**src/rtl/life_engine_param_pkg.sv**
```systemverilog
// Shared types and helpers for the Game of Life generation engine.
package life_engine_param_pkg;

  typedef enum logic [1:0] {
    ST_IDLE   = 2'd0,
    ST_SWEEP  = 2'd1,
    ST_COMMIT = 2'd2
  } state_e;

  // Ceiling log2 used to size row indices and counters; returns 0 for v <= 1.
  function automatic int unsigned clog2_f(input int unsigned v);
    int unsigned r;
    r = 0;
    for (int unsigned i = 0; i < 32; i++) begin
      if ((64'd1 << i) < 64'(v)) r = i + 1;
    end
    return r;
  endfunction

  // Flat bit position of cell (r,c) on a board with the given width.
  function automatic int unsigned cell_idx(input int unsigned r, input int unsigned c,
                                           input int unsigned cols);
    return r * cols + c;
  endfunction

endpackage

```
**src/rtl/life_engine_param_row_eval.sv**
```systemverilog
// Combinational next-state evaluation of one board row from its three-row neighbourhood.
module life_engine_param_row_eval
  import life_engine_param_pkg::*;
#(
  parameter  int unsigned COLS = 16,
  parameter  int unsigned WRAP = 1,
  localparam int unsigned RCW  = clog2_f(COLS + 1)
) (
  input  logic [COLS-1:0] above_i,
  input  logic [COLS-1:0] cur_i,
  input  logic [COLS-1:0] below_i,
  output logic [COLS-1:0] next_o,
  output logic [RCW-1:0]  births_o,
  output logic [RCW-1:0]  deaths_o
);

  // Rows padded by one column each side: bit c+1 is column c, bits 0 and COLS+1 are edge neighbours.
  logic [COLS+1:0] ext_a;
  logic [COLS+1:0] ext_c;
  logic [COLS+1:0] ext_b;

  assign ext_a = {(WRAP != 0) ? above_i[0] : 1'b0, above_i, (WRAP != 0) ? above_i[COLS-1] : 1'b0};
  assign ext_c = {(WRAP != 0) ? cur_i[0]   : 1'b0, cur_i,   (WRAP != 0) ? cur_i[COLS-1]   : 1'b0};
  assign ext_b = {(WRAP != 0) ? below_i[0] : 1'b0, below_i, (WRAP != 0) ? below_i[COLS-1] : 1'b0};

  always_comb begin
    logic [3:0] nb;
    next_o   = '0;
    births_o = '0;
    deaths_o = '0;
    for (int c = 0; c < COLS; c++) begin
      nb = 4'(ext_a[c]) + 4'(ext_a[c+1]) + 4'(ext_a[c+2])
         + 4'(ext_c[c])                  + 4'(ext_c[c+2])
         + 4'(ext_b[c]) + 4'(ext_b[c+1]) + 4'(ext_b[c+2]);
      if (cur_i[c]) begin
        if (nb == 4'd2 || nb == 4'd3) next_o[c] = 1'b1;
        else                          deaths_o  = deaths_o + RCW'(1);
      end else if (nb == 4'd3) begin
        next_o[c] = 1'b1;
        births_o  = births_o + RCW'(1);
      end
    end
  end

endmodule

```
**src/rtl/life_engine_param.sv**
```systemverilog
// Row-serial Game of Life engine: one generation per start, with saturating birth/death/generation stats.
module life_engine_param
  import life_engine_param_pkg::*;
#(
  parameter int unsigned ROWS  = 16,
  parameter int unsigned COLS  = 16,
  parameter int unsigned CNT_W = 32,
  parameter int unsigned WRAP  = 1
) (
  input  logic                 clk,
  input  logic                 rst_n,
  input  logic                 start,
  input  logic                 clr_stats,
  input  logic [ROWS*COLS-1:0] board_in,
  output logic [ROWS*COLS-1:0] board_out,
  output logic                 busy,
  output logic                 done,
  output logic                 still,
  output logic [CNT_W-1:0]     birth_cnt,
  output logic [CNT_W-1:0]     death_cnt,
  output logic [CNT_W-1:0]     gen_cnt
);

  localparam int unsigned N   = ROWS * COLS;
  localparam int unsigned RIW = clog2_f(ROWS);
  localparam int unsigned RCW = clog2_f(COLS + 1);
  localparam int unsigned GW  = clog2_f(N + 1);
  localparam int unsigned SW  = ((CNT_W > GW) ? CNT_W : GW) + 1;

  state_e           state_q, state_d;
  logic [N-1:0]     snap_q, snap_d;
  logic [N-1:0]     nxt_q, nxt_d;
  logic [RIW-1:0]   row_q, row_d;
  logic [GW-1:0]    gb_q, gb_d;
  logic [GW-1:0]    gd_q, gd_d;
  logic [N-1:0]     out_q, out_d;
  logic             busy_q, busy_d;
  logic             done_q, done_d;
  logic             still_q, still_d;
  logic [CNT_W-1:0] birth_q, birth_d;
  logic [CNT_W-1:0] death_q, death_d;
  logic [CNT_W-1:0] gen_q, gen_d;

  logic [COLS-1:0]  snap_rows [ROWS];
  logic [COLS-1:0]  up_row, cur_row, dn_row, new_row;
  logic [RCW-1:0]   row_births, row_deaths;

  function automatic logic [CNT_W-1:0] sat_add(input logic [CNT_W-1:0] a, input logic [GW-1:0] b);
    logic [SW-1:0] s;
    s = SW'(a) + SW'(b);
    if (s > SW'({CNT_W{1'b1}})) return {CNT_W{1'b1}};
    return CNT_W'(s);
  endfunction

  always_comb begin
    for (int r = 0; r < ROWS; r++) snap_rows[r] = snap_q[r*COLS +: COLS];
  end

  // Neighbour rows of the row under evaluation; vertical wrap handled here, horizontal in the evaluator.
  always_comb begin
    cur_row = snap_rows[row_q];
    if (row_q == '0) up_row = (WRAP != 0) ? snap_rows[ROWS-1] : '0;
    else             up_row = snap_rows[row_q - RIW'(1)];
    if (row_q == RIW'(ROWS-1)) dn_row = (WRAP != 0) ? snap_rows[0] : '0;
    else                       dn_row = snap_rows[row_q + RIW'(1)];
  end

  life_engine_param_row_eval #(
    .COLS (COLS),
    .WRAP (WRAP)
  ) u_row_eval (
    .above_i  (up_row),
    .cur_i    (cur_row),
    .below_i  (dn_row),
    .next_o   (new_row),
    .births_o (row_births),
    .deaths_o (row_deaths)
  );

  always_comb begin
    state_d = state_q;
    snap_d  = snap_q;
    nxt_d   = nxt_q;
    row_d   = row_q;
    gb_d    = gb_q;
    gd_d    = gd_q;
    out_d   = out_q;
    still_d = still_q;
    done_d  = 1'b0;
    birth_d = birth_q;
    death_d = death_q;
    gen_d   = gen_q;
    case (state_q)
      ST_IDLE: begin
        if (start) begin
          snap_d  = board_in;
          row_d   = '0;
          gb_d    = '0;
          gd_d    = '0;
          state_d = ST_SWEEP;
        end
      end
      ST_SWEEP: begin
        for (int r = 0; r < ROWS; r++) begin
          if (row_q == RIW'(r)) nxt_d[r*COLS +: COLS] = new_row;
        end
        gb_d = gb_q + GW'(row_births);
        gd_d = gd_q + GW'(row_deaths);
        if (row_q == RIW'(ROWS-1)) state_d = ST_COMMIT;
        else                       row_d   = row_q + RIW'(1);
      end
      ST_COMMIT: begin
        out_d   = nxt_q;
        still_d = (nxt_q == snap_q);
        done_d  = 1'b1;
        birth_d = sat_add(birth_q, gb_q);
        death_d = sat_add(death_q, gd_q);
        gen_d   = (gen_q == {CNT_W{1'b1}}) ? gen_q : gen_q + CNT_W'(1);
        state_d = ST_IDLE;
      end
      default: state_d = ST_IDLE;
    endcase
    // Clearing takes priority over the commit's accumulation.
    if (clr_stats) begin
      birth_d = '0;
      death_d = '0;
      gen_d   = '0;
    end
    busy_d = (state_d != ST_IDLE);
  end

  always_ff @(posedge clk) begin
    if (!rst_n) begin
      state_q <= ST_IDLE;
      snap_q  <= '0;
      nxt_q   <= '0;
      row_q   <= '0;
      gb_q    <= '0;
      gd_q    <= '0;
      out_q   <= '0;
      busy_q  <= 1'b0;
      done_q  <= 1'b0;
      still_q <= 1'b0;
      birth_q <= '0;
      death_q <= '0;
      gen_q   <= '0;
    end else begin
      state_q <= state_d;
      snap_q  <= snap_d;
      nxt_q   <= nxt_d;
      row_q   <= row_d;
      gb_q    <= gb_d;
      gd_q    <= gd_d;
      out_q   <= out_d;
      busy_q  <= busy_d;
      done_q  <= done_d;
      still_q <= still_d;
      birth_q <= birth_d;
      death_q <= death_d;
      gen_q   <= gen_d;
    end
  end

  assign board_out = out_q;
  assign busy      = busy_q;
  assign done      = done_q;
  assign still     = still_q;
  assign birth_cnt = birth_q;
  assign death_cnt = death_q;
  assign gen_cnt   = gen_q;

endmodule

```
**config.mk**
```make
export PLATFORM = sky130hd
export DESIGN_NAME = life_engine_param
export DESIGN_NICKNAME = d
export VERILOG_FILES = /design/src/rtl/life_engine_param_pkg.sv /design/src/rtl/life_engine_param_row_eval.sv /design/src/rtl/life_engine_param.sv
export SDC_FILE = /design/constraint.sdc
export NUM_CORES = 2
export LEC_CHECK = 0
export CORE_MARGIN = 5
export CORE_UTILIZATION = 55
export CTS_CLUSTER_DIAMETER = 150
export CTS_CLUSTER_SIZE = 14
export DETAILED_ROUTE_END_ITERATION = 8
export PLACE_DENSITY = 0.83
export SLEW_MARGIN = 20
export SYNTH_ARGS = -nofsm -noshare
export SYNTH_HDL_FRONTEND = slang
export SYNTH_HIERARCHICAL = 1
export SYNTH_SLANG_ARGS = --single-unit
```
**constraint.sdc**
```tcl
create_clock -name clk -period 18.05 [get_ports clk]
set_input_delay 2.7075 -clock clk [delete_from_list [all_inputs] [get_ports clk]]
set_output_delay 2.7075 -clock clk [all_outputs]
set_load 0.005 [all_outputs]
```
==> impl_metrics.env <==
export IMPL_fin_nets=6615
export IMPL_crit_required_ns=18.65
export IMPL_synth_edff_count=0
export IMPL_synth_top_cell_by_area="dfxtp_1"
export IMPL_postSynthCellCount=5774
export IMPL_cts_buffers=73
export IMPL_register_area_mm2=0.0178
export IMPL_power_leakage_nw=19.9
export IMPL_synth_area_leaders="dfxtp_1 (37%), nand2_1 (13%), mux4_2 (11%), a21oi_1 (9.0%), xnor2_1 (3.0%)"
export IMPL_fin_skew_ns=0.0424
export IMPL_p_sw_share_pct=36.7
export IMPL_synth_cell_types=100
export IMPL_track_usage_pct=49.8
export IMPL_status="complete, no violations"
export IMPL_syn_area_per_cell_um2=8.38
export IMPL_switchingPower_w=0.00195
export IMPL_cts_tree="yes"
export IMPL_min_to="board_out[48]$_SDFFE_PN0P_"
export IMPL_grt_max_degree=152
export IMPL_slowest_stage="ha_4"
export IMPL_muxShareOfSynthArea_pct=12.4
export IMPL_gp_congestion=1.11
export IMPL_worst_slew_pin_slew_ns=1.34
export IMPL_synth_top_area_share_pct=36.9
export IMPL_synth_compound_area_share_pct=14.7
export IMPL_worstHoldPathCells=2
export IMPL_core_area_mm2=0.0870
export IMPL_worst_slack_ns=1.54
export IMPL_cts_root_buf="clkbuf_16"
export IMPL_die_y_um=307
export IMPL_dieArea_mm2=0.0940
export IMPL_finish_utilization_pct=65.8
export IMPL_drtAntennaViolNets=0
export IMPL_clock_latency_ns=0.69
export IMPL_grt_overflow_total=0
export IMPL_post_cts_buffers=0
export IMPL_clk_pin_slew_ns=0.08
export IMPL_fmax_mhz=60.6
export IMPL_hold_class="reg -> reg"
export IMPL_synthArstFlopShare_pct=0
export IMPL_synth_nets=6213
export IMPL_vias_per_cell=6.77
export IMPL_multi_input_area_mm2=0.0284
export IMPL_period_minus_slack_ns=16.51
export IMPL_p_int_w=0.00337
export IMPL_path_max_fanout=39
export IMPL_num_vias=49800
export IMPL_r2r_start="row_q[0]$_SDFFE_PN0P_"
export IMPL_fin_crit_sh_pct=91.5
export IMPL_ys_seq_area_share_pct=36.9
export IMPL_cp_startpoint="row_q[0]$_SDFFE_PN0P_"
export IMPL_drv_slew=0
export IMPL_placed_area_mm2=0.0553
export IMPL_grt_pass1_vias=46600
export IMPL_initial_utilization_pct=55.6
export IMPL_synth_xor_area_share_pct=5.39
export IMPL_wirelength_mm=245
export IMPL_final_fill_count=6698
export IMPL_h_tree_depth=3
export IMPL_first_pass_iters=9
export IMPL_drt_initial_drc_count=8359
export IMPL_crit_type="reg -> reg"
export IMPL_irDropWorstVdd_mv=0.111
export IMPL_setup_viol=0
export IMPL_finalInstanceArea_mm2=0.0573
export IMPL_hp_start="board_out[48]$_SDFFE_PN0P_"
export IMPL_p_clk_share_pct=27.6
export IMPL_synth_fa_ha_area_share_pct=5.71
export IMPL_hold_viol_final=0
export IMPL_ys_flop_type="dfxtp_1"
export IMPL_io_buffers=614
export IMPL_end_kind="flip-flop"
export IMPL_start_kind="flip-flop"
export IMPL_worst_r2r_cell_count=62
export IMPL_postCtsHoldBufs=0
export IMPL_yosysWarnings=6
export IMPL_postCtsResizedCells=0
export IMPL_clock_sinks=891
export IMPL_cp_common_cell="ha_1"
export IMPL_tns_ns=0
export IMPL_holdWs_ns=0.454
export IMPL_max_slew_margin_pct=10.3
export IMPL_synth_top_family_by_area="simple AND/OR/NAND/NOR gates"
export IMPL_synth_seq_cells=891
export IMPL_dp_hpwl_mm=192
export IMPL_rrSetupSlack_ns=1.54
export IMPL_slowest_delay_ns=0.71
export IMPL_clk_path_buf_depth=3
export IMPL_pwr_density_cell_mw_per_mm2=92.9
export IMPL_r2r_end="gb_q[8]$_SDFFE_PN0P_"
export IMPL_rsz0062_at_grt="false"
export IMPL_yosys_top_cells_count="nand2_1 (1,649), dfxtp_1 (891), a21oi_1 (872), clkbuf_1 (297), inv_1 (254)"
export IMPL_yosysMostFrequentCell="nand2_1"
export IMPL_route_detailed_wl_per_inst_um=33.4
export IMPL_antenna_found_initial=17
export IMPL_dp_worst_setup_slack_ns=1.78
export IMPL_p_seq_share_pct=39.8
export IMPL_die_w_um=307
export IMPL_cp_arrival_ns=17.11
export IMPL_ios=615
export IMPL_yosys_area_share_simple_pct=20.0
export IMPL_cap_violations=0
export IMPL_grt_pass1_wl_mm=338
export IMPL_drive_gt1_share_pct=8.40
export IMPL_rows=108
export IMPL_combPwrFrac_pct=32.6
export IMPL_syn2layout_area_growth_pct=18.5
export IMPL_drc_errors=0
export IMPL_netlist_area_mm2=0.0484
[critical path: cells and delay by family, from the launching register on]
family / cells / cell delay (ns)
AOI/OAI and AO/OA: 8 / 1.72
adders and majority gates: 21 / 7.57
buffers and inverters: 4 / 0.37
DFF: 1 / 0.50
muxes: 10 / 3.38
and+or+nand+nor: 19 / 2.82
[cells in the final DEF (no fill, tap or decap), types with 9 or more instances in the layout]
master           count
a22oi_1             14
nor3_1              56
buf_4               74
clkbuf_16           73
a221oi_1            12
mux2i_1             14
nand3_1             76
clkdlybuf4s50_1    614
o21ai_0             72
a21o_1              14
o22ai_1             56
nor2b_1             52
o21a_1              14
a21oi_1            872
dfxtp_1            889
and4_1              14
nor2_2               9
ha_1               110
a31oi_1             38
nand2b_1            24
o211ai_1            10
diode_2             11
fa_1                68
nor4_1              41
mux2_2              42
xnor2_1            162
a211oi_1             9
nand2_1           1648
nand4_1             59
xor2_1             100
and2_1              20
a311oi_1            11
nor2_1             154
inv_1              253
and3_1              33
mux4_2             240
a22o_1              12
o2111ai_1            9
o2bb2ai_1           21
[state kept, by name, summed over array words and instances (netlist names), 4 cells and up]
name / cells
gd_q: 9
snap_q: 256
birth_cnt: 32
death_cnt: 32
gb_q: 9
nxt_q: 256
gen_cnt: 32
row_q: 4
board_out: 256
[power by group through the flow]
stage	combinational [W]	sequential (W)	clock (W)
after CTS	0.00166	0.00210	0.00146
after global routing	0.00181	0.00211	0.00154
after floorplan	0.00109	0.00209	0
after global placement	0.00159	0.00215	0
after detailed placement	0.00165	0.00215	0
final	0.00173	0.00212	0.00147
[how the worst max path moves through the flow]
stage          slack [ns]                   end
3_3_place_gp         2.12  gb_q[8]$_SDFFE_PN0P_
4_1_cts              1.66  gb_q[8]$_SDFFE_PN0P_
3_5_place_dp         1.78  gb_q[8]$_SDFFE_PN0P_
2_1_floorplan        2.32  gb_q[8]$_SDFFE_PN0P_
5_1_grt              0.66  gb_q[8]$_SDFFE_PN0P_
6_report             1.54  gb_q[8]$_SDFFE_PN0P_
[layout make-up]
cell class	instances	share of cell area, %
clock buffers	74	3.19
repair buffers	690	11.8
well taps	1155	2.52
multi-input cells	4266	49.5
clock inverters	6	0.159
diodes	11	0.0480
inverters	254	1.68
flip-flops and latches	891	31.1
[logic make-up (layout without fill, tap and decap cells)]
family	after synthesis	count (layout)
flops	891	891
xor+xnor	278	278
fa+ha+maj	180	180
simple gates	2268	2268
buf+inv	617	1024
mux	296	296
other cells	0	11
compound gates	1244	1244
[metrics by stage]
| step | cells | power [W] |
|---|---|---|
| after floorplan | 5774 | 0.00318 |
| after global placement | 7256 | 0.00374 |
| after detailed placement | 7256 | 0.00380 |
| after CTS | 7336 | 0.00523 |
| after global routing | 7338 | 0.00546 |
| final | 7347 | 0.00532 |
[metal layers]
| metal | vias to the layer above | global-route usage [%] | routed length [µm] |
|---|---|---|---|
| li1 | 20600 | - | - |
| met1 | 24100 | 59.1 | 83100 |
| met2 | 3968 | 74.8 | 104000 |
| met4 | 6 | 39.3 | 26200 |
| met5 | - | 0 | 34 |
| met3 | 1089 | 16.3 | 31600 |
Note: power is estimated with default switching activity, not from simulation.
